==> config.mk <==
export PLATFORM = sky130hd
export DESIGN_NAME = rr_arbiter8_flat
export DESIGN_NICKNAME = d
export VERILOG_FILES = /design/src/rtl/rr_arbiter8_pkg.sv /design/src/rtl/rr_arbiter8_if.sv /design/src/rtl/rr_arbiter8_pick.sv /design/src/rtl/rr_arbiter8.sv /design/src/flat_wrapper.sv
export SDC_FILE = /design/constraint.sdc
export NUM_CORES = 1
export LEC_CHECK = 0
export ABC_AREA = 1
export BUFFER_PORTS_ARGS = -buffer_cell sky130_fd_sc_hd__buf_2
export CELL_PAD_IN_SITES_DETAIL_PLACEMENT = 1
export CELL_PAD_IN_SITES_GLOBAL_PLACEMENT = 2
export CORE_MARGIN = 2
export CORE_UTILIZATION = 34
export CTS_CLUSTER_SIZE = 10
export DETAILED_ROUTE_END_ITERATION = 8
export PLACE_DENSITY_LB_ADDON = 0.12
export SYNTH_ARGS = -nofsm -noshare
export SYNTH_HDL_FRONTEND = slang
export SYNTH_HIERARCHICAL = 1
export SYNTH_SLANG_ARGS = --single-unit
==> constraint.sdc <==
create_clock -name clk -period 5.2 [get_ports clk]
set_input_delay 0.52 -clock clk [delete_from_list [all_inputs] [get_ports clk]]
set_output_delay 0.52 -clock clk [all_outputs]
set_load 0.01 [all_outputs]
==> src/rtl/rr_arbiter8_pkg.sv <==
// Shared types and constants for the eight-way round-robin arbiter.
package arb_pkg;
    localparam int N_REQ  = 8;
    localparam int IDX_W  = 3;
    localparam int HOLD_W = 8;

    typedef enum logic [1:0] {
        IDLE  = 2'd0,
        GRANT = 2'd1,
        GAP   = 2'd2
    } arb_state_e;
endpackage

==> src/rtl/rr_arbiter8_if.sv <==
// Request/grant bundle between the requesters (master) and the arbiter (slave).
// Handshake: req[i] is a level held by requester i until it sees itself granted
// (gnt_valid=1 with gnt_idx=i) and finishes; done is sampled only while granted.
interface rr_arbiter8_if;
    logic [arb_pkg::N_REQ-1:0] req;
    logic                      done;
    logic [arb_pkg::IDX_W-1:0] gnt_idx;
    logic                      gnt_valid;
    logic                      timeout;

    modport master (output req, output done, input gnt_idx, input gnt_valid, input timeout);
    modport slave  (input req, input done, output gnt_idx, output gnt_valid, output timeout);
endinterface

==> src/rtl/rr_arbiter8_pick.sv <==
// Combinational round-robin pick: first set request at or after ptr, wrapping mod 8.
module rr_pick
    import arb_pkg::*;
(
    input  logic [N_REQ-1:0] req,
    input  logic [IDX_W-1:0] ptr,
    output logic [IDX_W-1:0] idx,
    output logic             any
);
    logic [2*N_REQ-1:0] dbl;
    logic [N_REQ-1:0]   rot;
    logic [IDX_W-1:0]   enc;

    always_comb begin
        dbl = {req, req};
        // rot[i] corresponds to requester (ptr + i) mod 8
        rot = dbl[ptr +: N_REQ];
        enc = '0;
        for (int i = N_REQ - 1; i >= 0; i--) begin
            if (rot[i]) enc = IDX_W'(i);
        end
        idx = enc + ptr;
        any = |req;
    end
endmodule

==> src/rtl/rr_arbiter8.sv <==
// Round-robin arbiter with registered grant index, hold timeout and a
// one-cycle break-before-make gap between consecutive grants.
module rr_arbiter8
    import arb_pkg::*;
#(
    parameter int unsigned MAX_HOLD = 16
) (
    input  logic             clk,
    input  logic             rst_n,
    rr_arbiter8_if.slave     bus,
    output arb_state_e       dbg_state,
    output logic [IDX_W-1:0] dbg_ptr
);
    localparam bit               TO_EN     = (MAX_HOLD != 0);
    localparam logic [HOLD_W-1:0] HOLD_LAST = HOLD_W'((MAX_HOLD == 0) ? 0 : MAX_HOLD - 1);

    arb_state_e        state;
    logic [IDX_W-1:0]  ptr;
    logic [HOLD_W-1:0] hold_cnt;
    logic [IDX_W-1:0]  gnt_idx_q;
    logic              gnt_valid_q;
    logic              timeout_q;

    logic [IDX_W-1:0]  pick_idx;
    logic              pick_any;
    logic              owner_req;
    logic              to_hit;
    logic              rel;

    rr_pick u_pick (
        .req (bus.req),
        .ptr (ptr),
        .idx (pick_idx),
        .any (pick_any)
    );

    always_comb begin
        owner_req = bus.req[gnt_idx_q];
        to_hit    = TO_EN && (hold_cnt == HOLD_LAST);
        rel       = bus.done || !owner_req || to_hit;
    end

    always_ff @(posedge clk) begin
        if (!rst_n) begin
            state       <= IDLE;
            ptr         <= '0;
            hold_cnt    <= '0;
            gnt_idx_q   <= '0;
            gnt_valid_q <= 1'b0;
            timeout_q   <= 1'b0;
        end else begin
            timeout_q <= 1'b0;
            case (state)
                IDLE: begin
                    if (pick_any) begin
                        gnt_idx_q   <= pick_idx;
                        gnt_valid_q <= 1'b1;
                        hold_cnt    <= '0;
                        state       <= GRANT;
                    end
                end
                GRANT: begin
                    if (rel) begin
                        gnt_valid_q <= 1'b0;
                        ptr         <= gnt_idx_q + 1'b1;
                        // only flag a forced release, not a coincident normal one
                        timeout_q   <= to_hit && !bus.done && owner_req;
                        state       <= GAP;
                    end else if (hold_cnt != '1) begin
                        hold_cnt <= hold_cnt + 1'b1;
                    end
                end
                GAP: begin
                    state <= IDLE;
                end
                default: begin
                    state       <= IDLE;
                    gnt_valid_q <= 1'b0;
                end
            endcase
        end
    end

    assign bus.gnt_idx   = gnt_idx_q;
    assign bus.gnt_valid = gnt_valid_q;
    assign bus.timeout   = timeout_q;
    assign dbg_state     = state;
    assign dbg_ptr       = ptr;
endmodule

==> src/flat_wrapper.sv <==
// flat-port wrapper written by rule: the top's interface ports become plain ports
module rr_arbiter8_flat import arb_pkg::*;
#(
    parameter int unsigned MAX_HOLD = 16
)
  (clk, rst_n, dbg_state, dbg_ptr, bus_req, bus_done, bus_gnt_idx, bus_gnt_valid, bus_timeout);
  rr_arbiter8_if bus_i ();
  input  logic clk;
  input  logic rst_n;
  output arb_state_e dbg_state;
  output logic [IDX_W-1:0] dbg_ptr;
  input wire logic [$bits(bus_i.req)-1:0] bus_req;
  input wire logic [$bits(bus_i.done)-1:0] bus_done;
  output wire logic [$bits(bus_i.gnt_idx)-1:0] bus_gnt_idx;
  output wire logic [$bits(bus_i.gnt_valid)-1:0] bus_gnt_valid;
  output wire logic [$bits(bus_i.timeout)-1:0] bus_timeout;
  assign bus_i.req = bus_req;
  assign bus_i.done = bus_done;
  assign bus_gnt_idx = bus_i.gnt_idx;
  assign bus_gnt_valid = bus_i.gnt_valid;
  assign bus_timeout = bus_i.timeout;
  rr_arbiter8 #(.MAX_HOLD(MAX_HOLD)) u_core (.clk(clk), .rst_n(rst_n), .bus(bus_i), .dbg_state(dbg_state), .dbg_ptr(dbg_ptr));
endmodule
==> impl_metrics.py <==
metrics = {
    "status": {
        "status": "completed",
    },
    "yosys": {
        "syn-num-nets": 258,
        "synth_largest_area_cell": "dfxtp_1",
        "postSynthAreaPerCell_um2": 6.59,
        "async_reset_ff_share_pct": 0,
        "yosysTopAreaCellShare_pct": 22.5,
        "synthTopCellsByArea": "dfxtp_1 23%, nand2_1 17%, nand3_1 9.4%",
        "synth_seq_cells": 18,
        "ys.warnings.count": 6,
        "syn_area_um2": 1600,
        "synth.distinct_cells": 33,
        "synth_cells": 243,
        "ys.flop_type": "dfxtp_1",
        "synth-edff-count": 0,
        "yosysSeqAreaShare_pct": 22.5,
    },
    "clock_tree": {
        "clockBufferDepth": 2,
        "cts_tree": "done",
        "cts.clk_slew.worst_paths_ps": 70,
        "cts_setup_buffers": 0,
        "ctsHtreeMaxLevel": 1,
        "postCtsHoldBufs": 0,
        "worst_skew_pair.late_latency_ps": 250,
        "cts_root_buffer": "clkbuf_8",
        "ctsResizeCount": 0,
        "clock_sinks": 18,
        "cts_made_buffers": 3,
    },
    "floorplan": {
        "dieArea_um2": 5270,
        "die_w_um": 72.6,
        "die_y_um": 72.6,
        "initial_core_util_pct": 36.0,
        "pin_count": 21,
        "num_rows": 24,
        "core_um2": 4440,
    },
    "detailed_routing": {
        "dr.pass1.iters": 4,
        "antenna_left": 0,
        "drc": 0,
        "routed-via-count": 1586,
        "via_per_inst": 5.07,
        "wire_per_inst_um": 13.5,
        "drt-initial-drc-count": 45,
        "wirelength_um": 4230,
    },
    "worst_setup_path": {
        "crit_path_frequent_cell": "nand2_1",
        "startpoint_type": "register",
        "cp_top_family": "simple AND/OR/NAND/NOR gates",
        "slowest_delay_ps": 710,
        "crit_path_cell_trace": "inv_8, nand2_2, nand3_2, nand2_1, nand2_1, nand2_1, nand2_1, nand2_1, nand2_1, nand2_1, nand2_1, a21oi_1, ha_1, inv_1, fa_1, xor2_1, nand3b_1, nand2_1, inv_1, o21ai_0, a21oi_1",
        "crit_arrival_ps": 3080,
        "slowest_stage": "dfxtp_1",
        "setup.worst_path.end_class": "register",
        "crit_fanout": 12,
        "path_buf_inv": 3,
        "worstSetupPathType": "register to register",
        "cp.required_ps": 5340,
    },
    "layout": {
        "area_growth_pct": 10.2,
        "final_nets": 277,
        "layout_common_cells": "71 x nand2_1, 30 x nand3_1, 21 x inv_1, 20 x buf_2, 18 x dfxtp_1",
        "antennaDiodeCount": 0,
        "drive_above_1_share_pct": 24.5,
        "layout_commonest_cell": "nand2_1",
    },
    "power": {
        "power_density_nw_per_um2": 378,
        "ir_drop_uv": 231,
        "total_power_uw": 666,
        "p_leak_uw": 0.000829,
    },
    "placement": {
        "dp.final_hpwl_um": 3270,
        "port_buffers": 20,
        "place.gp.congestion": 0.776,
    },
    "global_route": {
        "grt_pass1_wl_um": 7540,
        "grt_usage_pct": 18.0,
        "antenna_found_initial": 0,
        "grt_overflow": 0,
        "grt_pass1_vias": 1544,
        "grt_max_degree": 20,
    },
    "timing": {
        "grt_setup_unrepaired": "no",
        "fin_worst_skew_ps": 2.04,
        "setup_viol": 0,
        "timing.final.crit_share_pct": 56.6,
        "setup_tns_ps": 0,
        "relSlewSlack_pct": 59.6,
        "hold_violations": 0,
        "slew_viol_final": 0,
        "fin_crit_ps": 2940,
        "tightest_slew_ps": 606,
        "max_freq_mhz": 340,
    },
    "worst_hold_path": {
        "holdCritPathClass": "register to register",
    },
    "flow_run": {
        "maxCapViolations": 0,
    },
}
-- routing by layer --
metal | global-route usage (%) | vias to the layer above | share of wire [%]
met5 | 0 | - | 0
met4 | 1.85 | 0 | 0.35
met3 | 3.31 | 2 | 3.3
met2 | 26.9 | 19 | 43
met1 | 27.8 | 739 | 54
li1 | - | 826 | -
-- cells by family (layout without fill, tap and decap cells) --
group	Yosys count	count (layout)	synth area share (%)
compound gates	28	28	9.85
xor+xnor	3	3	1.64
fa+ha+maj	4	4	3.60
buf+inv	31	49	10.1
flops	18	18	22.5
simple gates	159	159	52.3
-- worst paths after layout --
check,startpoint,end,slack [ps],cells after the start
worst max register to register,u_core/dbg_ptr[0],u_core/bus.gnt_idx[2],2260,21
worst min register to register,u_core/dbg_state[0],u_core/bus.gnt_valid,500,1
worst max-delay path,u_core/dbg_ptr[0],u_core/bus.gnt_idx[2],2260,21
worst min-delay path,u_core/dbg_state[0],u_core/bus.gnt_valid,500,1
-- power by group --
group | leakage (uW) | total, uW | switching (uW) | internal [uW]
clock | 0.0000288 | 116 | 48.9 | 67.3
combinational | 0.000652 | 338 | 215 | 123
sequential | 0.000148 | 212 | 47.0 | 165
total | 0.000829 | 666 | 311 | 355
-- flip-flops by register name (all words and copies together) (netlist names) --
register / count
u_core/dbg_ptr: 3
u_core/bus.gnt_idx: 3
u_core/dbg_state: 2
u_core/hold_cnt: 8
u_core/bus.timeout: 1
u_core/bus.gnt_valid: 1
-- synth_stat cells (2+ instances only) --
cell type  number
nand2_1        71
nand3_1        30
inv_1          21
dfxtp_1        18
a21oi_1        16
nor2_1         16
nand2_2        13
nand3_2        10
o21ai_0         7
a21oi_2         4
buf_6           4
ha_1            3
nand3b_1        3
nor2_2          3
inv_2           2
nand2_4         2
nor4_1          2
or2_0           2
xor2_1          2
-- metrics by stage --
step	instances	util, %	setup slack (ps)	hold WS (ps)	area [um^2]
final	313	39.7	2260	504	1760
after floorplan	243	-	2700	452	1600
after global placement	309	38.4	2340	469	1710
after CTS	313	39.7	2230	512	1760
after detailed placement	309	38.4	2260	495	1710
after global routing	313	39.7	1920	544	1760
-- worst reg2reg max path, delay by kind of cell (launching register included) --
kind	cells	cell delay, ps
buffers and inverters	3	180
AND/OR/NAND/NOR	12	910
AO/OA/AOI/OAI	3	330
XOR/XNOR	1	160
adder cells (fa/ha/maj)	2	530
flip-flops	1	710
-- cell type report --
cell class	count	area [um^2]
fill	612	2680
multi-input combinational	194	1080
sequential	18	360
inverter	25	104
timing repair buffer	20	100
tap	52	65.1
clock buffer	4	55.1
Power figures use the tool's default switching activity.
